==> config.mk <==
export PLATFORM = sky130hd
export DESIGN_NAME = mem_port_arbiter
export DESIGN_NICKNAME = d
export VERILOG_FILES = /design/src/rtl/mem_port_arbiter.sv
export SDC_FILE = /design/constraint.sdc
export NUM_CORES = 1
export LEC_CHECK = 0
export ABC_AREA = 1
export BUFFER_PORTS_ARGS = -buffer_cell sky130_fd_sc_hd__buf_2
export CAP_MARGIN = 20
export CELL_PAD_IN_SITES_DETAIL_PLACEMENT = 1
export CELL_PAD_IN_SITES_GLOBAL_PLACEMENT = 2
export CORE_MARGIN = 3
export CORE_UTILIZATION = 11
export DETAILED_ROUTE_END_ITERATION = 10
export PLACE_DENSITY_LB_ADDON = 0.1
export REMOVE_ABC_BUFFERS = 1
export SLEW_MARGIN = 20
export SYNTH_ARGS = -nofsm -noshare
export SYNTH_HDL_FRONTEND = slang
export SYNTH_SLANG_ARGS = --single-unit
==> constraint.sdc <==
create_clock -name clk -period 2.9 [get_ports clk]
set_input_delay 0.58 -clock clk [delete_from_list [all_inputs] [get_ports clk]]
set_output_delay 0.58 -clock clk [all_outputs]
set_load 0.05 [all_outputs]
==> src/rtl/mem_port_arbiter.sv <==
// Shares one SRAM-like memory port between instruction fetch and data requesters,
// tracking in-flight ownership in issue order. Define ARB_RR_EN for round-robin grant.
module mem_port_arbiter #(
  parameter int OUTSTANDING = 2,
  parameter int ADDR_W      = 32,
  parameter int DATA_W      = 32
) (
  input  logic                clk,
  input  logic                reset,
  input  logic                i_req,
  input  logic [ADDR_W-1:0]   i_addr,
  output logic                i_addr_ok,
  output logic                i_data_ok,
  output logic [DATA_W-1:0]   i_rdata,
  input  logic                d_req,
  input  logic                d_wr,
  input  logic [1:0]          d_size,
  input  logic [DATA_W/8-1:0] d_wstrb,
  input  logic [ADDR_W-1:0]   d_addr,
  input  logic [DATA_W-1:0]   d_wdata,
  output logic                d_addr_ok,
  output logic                d_data_ok,
  output logic [DATA_W-1:0]   d_rdata,
  output logic                m_req,
  output logic                m_wr,
  output logic [1:0]          m_size,
  output logic [DATA_W/8-1:0] m_wstrb,
  output logic [ADDR_W-1:0]   m_addr,
  output logic [DATA_W-1:0]   m_wdata,
  input  logic                m_addr_ok,
  input  logic                m_data_ok,
  input  logic [DATA_W-1:0]   m_rdata
);

  localparam int PTR_W = (OUTSTANDING > 1) ? $clog2(OUTSTANDING) : 1;
  localparam int CNT_W = $clog2(OUTSTANDING + 1);

  typedef enum logic {OWN_FETCH = 1'b0, OWN_DATA = 1'b1} owner_e;

  owner_e             fifo_q [OUTSTANDING];
  logic [PTR_W-1:0]   wr_ptr_q, wr_ptr_d, rd_ptr_q, rd_ptr_d;
  logic [CNT_W-1:0]   count_q, count_d;
  logic               lock_q, lock_d;
  owner_e             lock_owner_q;
  owner_e             grant, head;
  logic               full, empty, accept, pop;

  function automatic logic [PTR_W-1:0] ptr_inc(input logic [PTR_W-1:0] p);
    return (p == PTR_W'(OUTSTANDING - 1)) ? '0 : p + 1'b1;
  endfunction

  assign full  = (count_q == CNT_W'(OUTSTANDING));
  assign empty = (count_q == '0);

`ifdef ARB_RR_EN
  owner_e last_q;
`endif

  always_comb begin
    // NOTE: default first so every path assigns grant and no latch is inferred.
    grant = OWN_FETCH;
    if (lock_q) begin
      grant = lock_owner_q;
    end else if (d_req && i_req) begin
`ifdef ARB_RR_EN
      grant = (last_q == OWN_DATA) ? OWN_FETCH : OWN_DATA;
`else
      grant = OWN_DATA;
`endif
    end else if (d_req) begin
      grant = OWN_DATA;
    end
  end

  assign m_req     = (i_req | d_req) & ~full & ~reset;
  assign accept    = m_req & m_addr_ok;
  assign i_addr_ok = accept & (grant == OWN_FETCH);
  assign d_addr_ok = accept & (grant == OWN_DATA);

  always_comb begin
    m_wr    = 1'b0;
    m_size  = 2'd0;
    m_wstrb = '0;
    m_addr  = '0;
    m_wdata = '0;
    if (m_req) begin
      if (grant == OWN_DATA) begin
        m_wr    = d_wr;
        m_size  = d_size;
        m_wstrb = d_wstrb;
        m_addr  = d_addr;
        m_wdata = d_wdata;
      end else begin
        m_size  = 2'd2;
        m_addr  = i_addr;
      end
    end
  end

  // Returns with nothing outstanding are stray acks and are dropped.
  assign head      = fifo_q[rd_ptr_q];
  assign pop       = m_data_ok & ~empty & ~reset;
  assign i_data_ok = pop & (head == OWN_FETCH);
  assign d_data_ok = pop & (head == OWN_DATA);
  assign i_rdata   = reset ? '0 : m_rdata;
  assign d_rdata   = reset ? '0 : m_rdata;

  always_comb begin
    wr_ptr_d = accept ? ptr_inc(wr_ptr_q) : wr_ptr_q;
    rd_ptr_d = pop ? ptr_inc(rd_ptr_q) : rd_ptr_q;
    count_d  = count_q + CNT_W'(accept) - CNT_W'(pop);
    // A presented-but-unaccepted request pins the grant for the next cycle.
    lock_d   = m_req & ~m_addr_ok;
  end

  // NOTE: sequential state uses non-blocking assignments so all registers update together.
  always_ff @(posedge clk) begin
    if (reset) begin
      wr_ptr_q     <= '0;
      rd_ptr_q     <= '0;
      count_q      <= '0;
      lock_q       <= 1'b0;
      lock_owner_q <= OWN_FETCH;
    end else begin
      wr_ptr_q     <= wr_ptr_d;
      rd_ptr_q     <= rd_ptr_d;
      count_q      <= count_d;
      lock_q       <= lock_d;
      lock_owner_q <= grant;
    end
  end

  // NOTE: owner storage is not reset; entries are only read while count_q marks them valid.
  always_ff @(posedge clk) begin
    if (accept) fifo_q[wr_ptr_q] <= grant;
  end

`ifdef ARB_RR_EN
  always_ff @(posedge clk) begin
    if (reset)       last_q <= OWN_FETCH;
    else if (accept) last_q <= grant;
  end
`endif

endmodule

==> results of run 1 <==
worst max-delay path, stage by stage:
cell and delay [ns]:
buf_2 0.16, inv_1 0.11, nand2_2 0.07, nor2_4 0.14
inv_4 0.04, buf_4 0.29, a21oi_1 0.19, buf_2 0.30
routing by layer:
layer  GRT usage (%)  up-vias  part of all wire (%)
li1                -     1456                     -
met1            11.7     1301                    34
met2            24.0       95                    59
met3            3.21        4                   6.9
met4           0.686        0                  0.17
met5               0        -                     0
cell usage in the layout, fill, tap and decap left out, drive strengths merged, types with 3 or more instances in the layout:
master,count
a21oi,34
buf,287
clkbuf,4
dfxtp,7
inv,42
nand2,110
nand3,3
nor2,87
path summary, 6_finish.rpt:
| path | startpoint | to | slack, ns | cells past startpoint |
|---|---|---|---|---|
| min reg2reg | wr_ptr_q | wr_ptr_q | 0.47 | 2 |
| min | wr_ptr_q | wr_ptr_q | 0.47 | 2 |
| max | reset | m_addr[20] | 0.42 | 8 |
| max reg2reg | count_q[1] | count_q[1] | 1.20 | 8 |
per-stage QoR:
stage / worst slack, ns / util [%] / cells / area (sq um) / power [uW]
after floorplan: 0.106 / - / 292 / 1380 / 740
after global placement: 0.420 / 20.0 / 790 / 3100 / 1020
after detailed placement: 0.400 / 20.0 / 790 / 3100 / 1020
after CTS: 0.400 / 20.5 / 794 / 3180 / 1280
after global routing: 0.274 / 20.5 / 794 / 3180 / 1340
final: 0.417 / 20.5 / 794 / 3180 / 1250
final cells by class:
cell class,count,area [sq um]
Clock buffer,4,78.8
Tap cell,211,264
Sequential cell,9,200
Multi-Input combinational cell,240,1020
Inverter,43,165
Timing Repair Buffer,287,1450
Fill cell,2077,12300
power by group through the flow:
stage	Combinational [uW]	Sequential, uW	Clock [uW]
finish	859	149	243
CTS	875	149	250
global placement	872	151	0
detailed placement	873	151	0
global route	923	150	262
floorplan	590	150	0
synthesized netlist by cell type (all sizes together):
master / count
edfxtp: 2
ha: 1
nor2: 87
xnor2: 1
inv: 42
xor2: 2
nand3: 3
dfxtp: 7
a21oi: 34
nand2: 110
o21ai: 2
buf: 53
clkinv: 1
kinds of logic after synthesis:
group           after synthesis  synth area share (%)
flops                         9                  11.3
xor+xnor                      3                  1.48
compound gates               36                  11.0
buf+inv                      96                  31.6
simple gates                200                  44.0
fa+ha+maj                     1                 0.704
==> tab_implementation.tex, run 1 <==
\begin{tabular}{lr}
\hline
Metric & Value \\
\hline
\multicolumn{2}{l}{\textbf{Outcome}} \\
Status & complete, no violations \\
\multicolumn{2}{l}{\textbf{CTS}} \\
Total clock sinks & 9 \\
Root Buffer & clkbuf\_16 \\
Number of buffers added by the clock tree synthesis step & 3 \\
Clk\_lat worst skew & 0.23 ns \\
Hold bufs inserted after CTS & 0 \\
Post-CTS setup buffers & 0 \\
Clk buf depth & 2 \\
Clock slew at the register clock pins of the worst setup and hold paths & 0.04 ns \\
Depth of the CTS H-tree & 1 \\
Count of instances resized after the clock tree is built & 0 \\
TritonCTS clock tree & yes \\
\multicolumn{2}{l}{\textbf{Route}} \\
1st-pass router iterations & 4 \\
Total number of vias & between 2000 and 3000 \\
Post-detailed-route DRC marker count & 0 \\
Post-detailed-route count of antenna-violating nets & 0 \\
Average wire per standard cell & between 10 and 15 microns \\
Final wirelength & 11.1 mm \\
Via density per instance & $\sim$3.6 \\
Violation count after the first detailed-route iteration & 82 \\
\multicolumn{2}{l}{\textbf{Setup path}} \\
Data required, critical path & approximately 2.3 ns \\
Worst path arrival time & about 1.9 ns \\
Startpoint kind of the worst setup timing path & input pin \\
Worst Setup End Kind & output port \\
Type of the worst setup path & input pin to output port \\
Maximum fanout along the worst path & 51 \\
\multicolumn{2}{l}{\textbf{Cells and area}} \\
Ant. Diodes & 0 \\
Number of nets in the layout & a little over 700 \\
Share of cells above drive strength 1 & 51.8\% \\
Layout overhead on the synthesized area & 78.7\% \\
\multicolumn{2}{l}{\textbf{Synthesis}} \\
Portion of synthesized cell area occupied by the leading cell type & between 20\% and 30\% \\
Gate Count Post-Synth & $\sim$350 \\
Leading area contributor after synthesis & nand2\_1 \\
Distinct cell type count after synthesis & 21 \\
Sequential element share of the synthesized area & a little under an eighth \\
Synthesis Warnings & 0 \\
Average instance area after synthesis & between 5 and 6 sq um \\
Post-Synthesis Cell Area & 1780 sq um \\
Count of state elements after synthesis & 9 \\
Leading post-synthesis cells by cell area & nand2\_1 22\%, nor2\_1 18\%, buf\_4 15\% \\
\multicolumn{2}{l}{\textbf{Pwr}} \\
Power per Cell Area & between 300 and 400 nW/um\^{}2 \\
Net Sw Power & around 710 uW \\
Lkg Pwr & between 0.002 and 0.0025 uW \\
Part of the total power dissipated in sequential elements & 11.9\% \\
Switching share of power & 57.0\% \\
Worst supply voltage drop on vdd & approximately 0.16 mV \\
Portion of total power attributed to combinational logic & about two thirds \\
Internal cell power & about 540 uW \\
Clock share of power & between 10\% and 20\% \\
\multicolumn{2}{l}{\textbf{Floorplan}} \\
Top-level port count & around 280 \\
Overall die width & $\sim$130 microns \\
Overall die area & about 18000 sq um \\
Starting density of the core & a little under an eighth \\
Die height & $\sim$130 microns \\
Area of the placeable core & $\sim$15000 sq um \\
Placement Rows & 45 \\
\multicolumn{2}{l}{\textbf{Timing}} \\
Transition time of the tightest slew-check pin & $\sim$0.56 ns \\
Fin Hold WS & roughly 0.47 ns \\
Portion of the clock cycle consumed by the worst path in the final layout & a little under nine tenths \\
Post-route clock skew & between 0.002 and 0.0025 ns \\
Minimum clock period after layout & between 2 and 2.5 ns \\
Slew Limit Fails & 0 \\
Unrepaired setup endpoints after global routing & false \\
Achievable frequency & slightly above 0.4 GHz \\
Final sum of negative setup slack & 0 ns \\
Worst slew margin relative to its limit & 62.6\% \\
Total setup violations reported at the end of the flow & 0 \\
Final Hold Fails & 0 \\
\multicolumn{2}{l}{\textbf{Placement}} \\
Final HPWL DP & around 9.6 mm \\
PortBufs & between 200 and 300 \\
Global placement routability congestion & $\sim$0.7 \\
\multicolumn{2}{l}{\textbf{Global route}} \\
Remaining Overflow, GRT & 0 \\
Wire length of the first global-routing pass & roughly 16 mm \\
Antenna violations before repair & 0 \\
Overall global routing resource usage & between 10\% and 20\% \\
Pin count of the biggest net entering global routing & 52 \\
Vias in the first global route & between 2000 and 3000 \\
\multicolumn{2}{l}{\textbf{Job}} \\
Max-cap violation count & 0 \\
\multicolumn{2}{l}{\textbf{Hold path}} \\
Worst hold path type & flop to flop \\
\hline
\end{tabular}
(Power assumes the default switching activity.)
==> run 2, diff against run 1 <==
- GPL_TIMING_DRIVEN: not set -> 0
==> run 2 against run 1 <==
  * Cell area is 1.1% lower
  * Sequential share of layout area is 0.070 points higher
  * Sequential power hardly changed
  * First-iteration DRC count is 2.4% lower
  * Final cell count is 0.88% lower
  * Count of clock-buffer cells in the layout stayed put
  * Setup slack worse by 0.12 ns
  * Clock skew is 0.00090 ns lower
  * Critical path depth is 1 lower
  * Hold slack worse by 0.0045 ns
  * Combinational power is 1% lower
  * Critical path type unchanged
  * Critical endpoint is now m_addr[3]
  * Largest cell class unchanged
==> tab_implementation.tex, run 2 (same netlist as run 1, synthesis figures left out) <==
\begin{tabular}{lr}
\hline
Metric & Value \\
\hline
\multicolumn{2}{l}{\textbf{Timing}} \\
Transition time of the tightest slew-check pin & between 0.5 and 0.6 ns \\
Final setup margin & 0.293 ns \\
Slew Limit Fails & 0 \\
Achievable frequency & roughly 0.38 GHz \\
Minimum clock period after layout & approximately 2.6 ns \\
Unrepaired setup endpoints after global routing & false \\
Worst slew margin relative to its limit & 61.7\% \\
Post-route clock skew & approximately 0.0013 ns \\
Final Hold Fails & 0 \\
Portion of the clock cycle consumed by the worst path in the final layout & 89.9\% \\
Total setup violations reported at the end of the flow & 0 \\
\multicolumn{2}{l}{\textbf{Floorplan}} \\
Die height & approximately 130 microns \\
Area of the placeable core & about 15000 sq um \\
Placement Rows & 45 \\
Overall die area & 17700 sq um \\
Starting density of the core & between 10\% and 20\% \\
Top-level port count & between 200 and 300 \\
Overall die width & approximately 130 microns \\
\multicolumn{2}{l}{\textbf{Placement}} \\
Post-placement cell area & roughly 3000 sq um \\
Global placement routability congestion & 0.672 \\
PortBufs & 280 \\
Placed Instances & 783 \\
Final HPWL DP & around 9 mm \\
Worst setup timing slack at the placement stage & -0.427 ns \\
\multicolumn{2}{l}{\textbf{Route}} \\
Total number of vias & roughly 2900 \\
Post-detailed-route DRC marker count & 0 \\
1st-pass router iterations & 4 \\
Post-detailed-route count of antenna-violating nets & 0 \\
Via density per instance & $\sim$3.6 \\
Violation count after the first detailed-route iteration & 80 \\
Final wirelength & approximately 11 mm \\
Average wire per standard cell & 13.7 microns \\
\multicolumn{2}{l}{\textbf{CTS}} \\
TritonCTS clock tree & yes \\
Clk\_lat worst skew & approximately 0.23 ns \\
Post-CTS setup buffers & 0 \\
Root Buffer & clkbuf\_16 \\
Number of buffers added by the clock tree synthesis step & 3 \\
Depth of the CTS H-tree & 1 \\
Total clock sinks & 9 \\
Clk buf depth & 2 \\
Clock slew at the register clock pins of the worst setup and hold paths & around 0.040 ns \\
Hold bufs inserted after CTS & 0 \\
\multicolumn{2}{l}{\textbf{Cells and area}} \\
Non-filler cells in the finished layout & 787 \\
Ant. Diodes & 0 \\
Share of cells above drive strength 1 & between 50\% and 60\% \\
Most frequent standard cell in the layout excluding fill and tap cells & buf\_2 \\
Number of nets in the layout & between 700 and 800 \\
Register area & approximately 200 sq um \\
Leading cell types in the layout, fill and taps excluded & 279 x buf\_2, 106 x nand2\_1, 86 x nor2\_1 \\
Area of the multi-input gates & around 1000 sq um \\
Post-route standard cell area excluding fillers & approximately 3100 sq um \\
Number of fill cells in the layout & slightly above 2000 \\
Layout overhead on the synthesized area & 76.8\% \\
\multicolumn{2}{l}{\textbf{Pwr}} \\
Clock share of power & roughly a fifth \\
Power per Cell Area & just under 400 nW/um\^{}2 \\
Switching share of power & between 50\% and 60\% \\
Net Sw Power & approximately 710 uW \\
Worst supply voltage drop on vdd & between 0.2 and 0.25 mV \\
Part of the total power dissipated in sequential elements & 12.0\% \\
Lkg Pwr & between 0.002 and 0.0025 uW \\
Portion of total power attributed to combinational logic & a little under 70\% \\
Internal cell power & 529 uW \\
\multicolumn{2}{l}{\textbf{Setup path}} \\
Worst Setup End Kind & output port \\
Startpoint kind of the worst setup timing path & input pin \\
Slack of the worst reg-to-reg path & approximately 1.2 ns \\
Maximum fanout along the worst path & 74 \\
Data required, critical path & 2.32 ns \\
Type of the worst setup path & input pin to output port \\
Worst path arrival time & 2.03 ns \\
\multicolumn{2}{l}{\textbf{Global route}} \\
Overall global routing resource usage & a little over a tenth \\
Antenna violations before repair & 0 \\
Remaining Overflow, GRT & 0 \\
Pin count of the biggest net entering global routing & 75 \\
Vias in the first global route & between 2000 and 3000 \\
Wire length of the first global-routing pass & 15.6 mm \\
\multicolumn{2}{l}{\textbf{Outcome}} \\
Status & complete, no violations \\
\multicolumn{2}{l}{\textbf{Job}} \\
Max-cap violation count & 0 \\
\multicolumn{2}{l}{\textbf{Hold path}} \\
Worst hold path type & flop to flop \\
\hline
\end{tabular}
-- run 2: cell count changes in the layout (fill, tap and decap cells not counted), sizes merged --
| cell | before | now |
|---|---|---|
| buf | 287 | 280 |
-- run 2: timing repair --
action,in CTS,in global routing
resized for setup,4,0
hold endpoints to repair,0,0
endpoints found under the setup margin,72,0
-- run 2: critical path, stage by stage --
cell      delay [ns]
buf_2           0.11
nand2_2         0.11
nand2_8         0.28
clkinv_4        0.35
nand2_1         0.12
a21oi_2         0.15
buf_2           0.29
-- run 2: worst paths after layout --
| check | start | endpoint | depth (start not counted) |
|---|---|---|---|
| min | wr_ptr_q | wr_ptr_q | 2 |
| max | d_req | m_addr[3] | 7 |
| max reg2reg | count_q[1] | count_q[1] | 8 |
| min reg2reg | wr_ptr_q | wr_ptr_q | 2 |
-- run 2: metrics by stage --
stage	utilization, %	total power [uW]	TNS [ns]	hold slack, ns
finish	20.3	1240	0	0.462
global route	20.3	1310	0	0.471
CTS	20.3	1260	0	0.465
detailed placement	19.7	1010	-17.65	0.460
global placement	19.7	1010	-17.09	0.454
floorplan	-	740	0	0.439
-- run 2: cell type report --
type                       count  share of cell area, %
multi-input combinational    240                   32.6
clock buffer                   4                   2.51
inverter                      43                   5.45
sequential                     9                   6.37
tap                          211                   8.40
timing repair buffer         280                   44.7
-- run 2: power by group through the flow --
stage                     combinational, uW  clock, uW  sequential, uW
after detailed placement                859          0             151
after floorplan                         590          0             150
after global routing                    908        256             151
final                                   848        242             149
after CTS                               864        251             149
after global placement                  857          0             151
-- run 2: layer usage --
metal	vias up	wire length, microns	global-route usage (%)
met1	1306	3710	11.1
met3	4	679	2.79
met4	0	49	0.800
met5	-	0	0
li1	1447	-	-
met2	97	6370	23.0
